$ cat src/rtl/mag_cmp_pkg.sv
// Shared types and constants for the bit-serial magnitude comparator.
// The 3-bit result word is {equal, greater, lower}, so at most one bit is set.
package mag_cmp_pkg;

    localparam int DEFAULT_WIDTH = 8;

    // Controller states. IDLE waits for start, COMPARE walks the bits
    // MSB-first, and DONE holds the one-cycle done pulse.
    typedef enum logic [1:0] {
        IDLE    = 2'd0,
        COMPARE = 2'd1,
        DONE    = 2'd2
    } state_t;

    // Result encodings, ordered {equal, greater, lower}.
    localparam logic [2:0] NONE = 3'b000;
    localparam logic [2:0] EQ   = 3'b100;
    localparam logic [2:0] GT   = 3'b010;
    localparam logic [2:0] LT   = 3'b001;

    // Packs the three comparison flags into the result word.
    function automatic logic [2:0] encode_result(input logic eq,
                                                 input logic gt,
                                                 input logic lt);
        return {eq, gt, lt};
    endfunction

endpackage

$ cat src/rtl/mag_bit_cell.sv
// Single-bit magnitude comparator cell, purely combinational.
// Exactly one of eq/gt/lt is high for any input pair.
module mag_bit_cell (
    input  logic ai,
    input  logic bi,
    output logic eq,
    output logic gt,
    output logic lt
);

    // One bit position: equal when both bits match, otherwise the set bit wins.
    always_comb begin
        eq = ~(ai ^ bi);
        gt = ai & ~bi;
        lt = ~ai & bi;
    end

endmodule

$ cat src/rtl/mag_serial_cmp.sv
// Bit-serial, MSB-first magnitude comparator for two unsigned words.
//
// Handshake: start is a request sampled only while the controller is idle
// (busy=0 and done=0). The edge that sees start=1 in IDLE captures a and b;
// start seen in any other state is dropped, never queued. The result
// (equal/greater/lower) is valid from the done cycle onward and is held
// until the next accepted start clears it to 000.
//
// Latency: with p the first (highest) differing bit, done is high in the
// cycle after edge WIDTH-p counted from the accepting edge; equal operands
// behave as p=0. All outputs come straight from flops.
module mag_serial_cmp
    import mag_cmp_pkg::*;
#(
    parameter  int WIDTH = DEFAULT_WIDTH,
    localparam int IDX_W = (WIDTH > 1) ? $clog2(WIDTH) : 1
) (
    input  logic             clk,
    input  logic             rst,
    input  logic             start,
    input  logic [WIDTH-1:0] a,
    input  logic [WIDTH-1:0] b,
    output logic             busy,
    output logic             done,
    output logic             equal,
    output logic             greater,
    output logic             lower
);

    localparam logic [IDX_W-1:0] IDX_TOP = IDX_W'(WIDTH - 1);
    localparam logic [IDX_W-1:0] IDX_ONE = IDX_W'(1);

    // State and datapath registers with their next-state values.
    state_t           state_q, state_d;
    logic [WIDTH-1:0] a_q, a_d;
    logic [WIDTH-1:0] b_q, b_d;
    logic [IDX_W-1:0] idx_q, idx_d;
    logic             busy_q, busy_d;
    logic             done_q, done_d;
    logic [2:0]       res_q, res_d;

    // Currently selected bit pair and the cell's verdict on it.
    logic bit_a, bit_b;
    logic bit_eq, bit_gt, bit_lt;

    // A one-bit operand has only bit 0; selecting it directly avoids
    // indexing a 1-bit vector with a 1-bit counter.
    generate
        if (WIDTH == 1) begin : g_sel_single
            assign bit_a = a_q[0];
            assign bit_b = b_q[0];
        end else begin : g_sel_indexed
            assign bit_a = a_q[idx_q];
            assign bit_b = b_q[idx_q];
        end
    endgenerate

    mag_bit_cell u_cell (
        .ai (bit_a),
        .bi (bit_b),
        .eq (bit_eq),
        .gt (bit_gt),
        .lt (bit_lt)
    );

    // Register every piece of state; reset aborts any compare in flight.
    always_ff @(posedge clk or posedge rst) begin
        if (rst) begin
            state_q <= IDLE;
            a_q     <= '0;
            b_q     <= '0;
            idx_q   <= '0;
            busy_q  <= 1'b0;
            done_q  <= 1'b0;
            res_q   <= NONE;
        end else begin
            state_q <= state_d;
            a_q     <= a_d;
            b_q     <= b_d;
            idx_q   <= idx_d;
            busy_q  <= busy_d;
            done_q  <= done_d;
            res_q   <= res_d;
        end
    end

    // Next-state and next-output decode; busy/done are recomputed every
    // cycle, operands, index and result hold unless a state updates them.
    always_comb begin
        state_d = state_q;
        a_d     = a_q;
        b_d     = b_q;
        idx_d   = idx_q;
        res_d   = res_q;
        busy_d  = 1'b0;
        done_d  = 1'b0;

        unique case (state_q)
            IDLE: begin
                if (start) begin
                    a_d     = a;
                    b_d     = b;
                    idx_d   = IDX_TOP;
                    res_d   = NONE;
                    busy_d  = 1'b1;
                    state_d = COMPARE;
                end
            end

            COMPARE: begin
                if (!bit_eq) begin
                    // First differing bit decides the outcome.
                    res_d   = encode_result(1'b0, bit_gt, bit_lt);
                    done_d  = 1'b1;
                    state_d = DONE;
                end else if (idx_q == '0) begin
                    // Every bit matched down to the LSB; leaving here is
                    // unconditional so the index can never wrap.
                    res_d   = EQ;
                    done_d  = 1'b1;
                    state_d = DONE;
                end else begin
                    idx_d   = idx_q - IDX_ONE;
                    busy_d  = 1'b1;
                end
            end

            DONE: begin
                state_d = IDLE;
            end

            default: begin
                state_d = IDLE;
            end
        endcase
    end

    assign busy    = busy_q;
    assign done    = done_q;
    assign equal   = res_q[2];
    assign greater = res_q[1];
    assign lower   = res_q[0];

endmodule

$ cat config.mk
export PLATFORM = sky130hd
export DESIGN_NAME = mag_serial_cmp
export DESIGN_NICKNAME = d
export VERILOG_FILES = /design/src/rtl/mag_cmp_pkg.sv /design/src/rtl/mag_bit_cell.sv /design/src/rtl/mag_serial_cmp.sv
export SDC_FILE = /design/constraint.sdc
export NUM_CORES = 1
export LEC_CHECK = 0
export ABC_AREA = 1
export BUFFER_PORTS_ARGS = -buffer_cell sky130_fd_sc_hd__buf_2
export CORE_MARGIN = 2
export CORE_UTILIZATION = 58
export DETAILED_ROUTE_END_ITERATION = 6
export GPL_ROUTABILITY_DRIVEN = 0
export GPL_TIMING_DRIVEN = 0
export PLACE_DENSITY = 0.95
export SYNTH_ARGS = -nofsm -noshare
export SYNTH_HDL_FRONTEND = slang
export SYNTH_SLANG_ARGS = --single-unit
$ cat constraint.sdc
create_clock -name clk -period 3.82 [get_ports clk]
set_clock_uncertainty 0.15 [all_clocks]
set_input_delay 1.146 -clock clk [delete_from_list [all_inputs] [get_ports clk]]
set_output_delay 1.146 -clock clk [all_outputs]
set_load 0.03 [all_outputs]
==> results.toml <==
[run_status]
outcome = "complete, no violations"

[critical_path]
path_max_fanout = 2
critPathKind = "flip-flop to output port"
worst-path-buf-inv = 1
max_stage_delay_ps = 420
start_kind = "flip-flop"
cp-end-kind = "output port"
cp_top_family = "flip-flops"
cp.required_ps = 2520
critical_path.slowest_cell = "dfrtp_1"
cp_cell_sequence = "buf_2"
cp.arrival_ps = 930

[global_routing]
grt_max_degree = 27
grt_pass1_vias = 1008
groute.usage.overall = 0.209
antenna_found_initial = 0
grt_overflow = 0
grt_pass1_wl_mm = 4.14

[synthesis]
syn_nets = 193
synth_ff_type = "dfrtp_1"
synth_seq_area_share = 0.494
netlist_area_um2 = 1320
synthDistinctLibCells = 16
synth.most_common_cell = "nand2_1"
synth_top_area_frac = 0.494
synth_area_per_cell_um2 = 7.74
synth-edff-count = 0
yosys-top-cells-count = "nand2_1, dfrtp_1, inv_1, nor2_1, nand3_1"
yosys.area.top_type = "dfrtp_1"
synth_warnings = 0
ys_ff_latch = 26
synth-async-reset-ratio = 1.00
postSynthCellCount = 170
synth_area_leaders = "dfrtp_1, nand2_1, inv_1, nand3_1, a21oi_1"

[place]
dp_worst_setup_slack_ps = 1640
dpl.hpwl_mm = 1.76
place_area_um2 = 1470
port_buffers = 23

[sta]
setup_tns_ps = 0
timing.fmax_ghz = 0.450
hold_viol = 0
rsz0062_at_grt = "no"
min_period_ps = 2220
relSlewSlack = 0.375
fin_ws_ps = 1600
hold_ws_ps = 376
slew_viol_final = 0
tightest_slew_ps = 936
setup_viol = 0
final.period_utilization = 0.582

[cells_and_area]
final_area_um2 = 1500
register_area_um2 = 651
area_growth_pct = 14.2
post-route-util = 0.693
fillerInstances = 178
multi_input_area_um2 = 520
nets = 221
n_antenna_cell = 0
drive_gt1_frac = 0.203

[die]
die-area_um2 = 2670
core_um2 = 2170
io_pins = 24
die_width_um = 51.6
die_y_um = 51.6
row_count = 17
start_util = 0.607

[clock_tree]
cts_root_buffer = "clkbuf_4"
clock-sinks = 26
worst_skew_pair.late_latency_ps = 330
cts.clk_slew.worst_paths_ps = 130
clk_path_buf_depth = 2
cts_tree = "yes"
cts_hold_buf = 0
ctsHtreeMaxLevel = 1
numCtsBuffers = 3
post_cts_buffers = 0
ctsResizeCount = 0

[power_and_ir_drop]
power.leakage_nw = 0.882
ir_worst_vdd_mv = 0.582
pwr_density_cell_nw_per_um2 = 888

[drt]
antenna_left = 0
drcViolationCount = 0
wl_per_cell_um = 10.6
drt-total-wl_mm = 2.38
routed-via-count = 1118
drtIter0Drc = 27
drtPass1Iterations = 4
avgViaCountPerCell = 4.97

[job]
maxCapViolCount = 0

[min_path]
hold_class = "flip-flop to flip-flop"
## where the power goes
part / total (mW) / switching [mW] / internal (mW)
clock network: 0.139 / 0.0810 / 0.0584
logic: 0.742 / 0.481 / 0.260
registers: 0.453 / 0.0494 / 0.403
total: 1.33 / 0.612 / 0.722
## flip-flops by register name, summed over array words and instances (netlist names)
signal / cells
a_q: 8
busy: 1
b_q: 8
state_q: 2
done: 1
idx_q: 3
res_q: 3
## per-layer routing
metal / part of all wire / wire length, µm / vias to the layer above / GRT usage
met5: 0 / 0 / - / 0
met4: 0.029 / 68 / 0 / 0.0965
met3: 0.038 / 90 / 7 / 0.0402
met2: 0.49 / 1160 / 24 / 0.342
met1: 0.44 / 1050 / 515 / 0.268
li1: - / - / 572 / -
## area by class of cell
type | count | area share
plain buffers | 6 | 0.0275
clock buffers | 4 | 0.0241
inverters | 27 | 0.0691
multi-input cells | 111 | 0.346
flip-flops and latches | 26 | 0.433
well taps | 28 | 0.0233
repair buffers | 23 | 0.0766
## kinds of logic (layout without fill, tap and decap cells)
group                      Yosys count  in the layout  synth area share
and+or+nand+nor                     90             90             0.290
buffers and inverters               33             60             0.110
DFF                                 26             26             0.494
AOI/OAI and AO/OA                   16             16            0.0608
adders and majority gates            4              4            0.0380
xor gates and xnor gates             1              1           0.00666
## final timing paths
kind | startpoint | end | slack [ps] | depth (start not counted)
min reg2reg | res_q[0] | res_q[0] | 380 | 2
max | res_q[1] | greater | 1600 | 1
max reg2reg | idx_q[1] | res_q[0] | 1860 | 11
min | res_q[0] | res_q[0] | 380 | 2
min in group asynchronous | rst | b_q[4] | 850 | 2
max in group asynchronous | rst | state_q[0] | 2100 | 2
## cell usage in the layout, fill, tap and decap left out
master,count
a21oi_1,16
dfrtp_1,26
buf_4,2
clkbuf_8,1
nor2_4,1
nand2_1,47
ha_1,4
nand3_2,1
nor2_1,20
buf_6,1
buf_2,26
inv_1,25
nand3_1,18
inv_4,1
inv_2,1
clkbuf_4,3
xnor2_1,1
nand2_2,3
## metrics by stage
stage	instances	total power [mW]
final	225	1.33
after global placement	221	1.17
after global routing	225	1.47
after CTS	225	1.34
after detailed placement	221	1.20
after floorplan	170	1.05
Power figures use the tool's default switching activity.
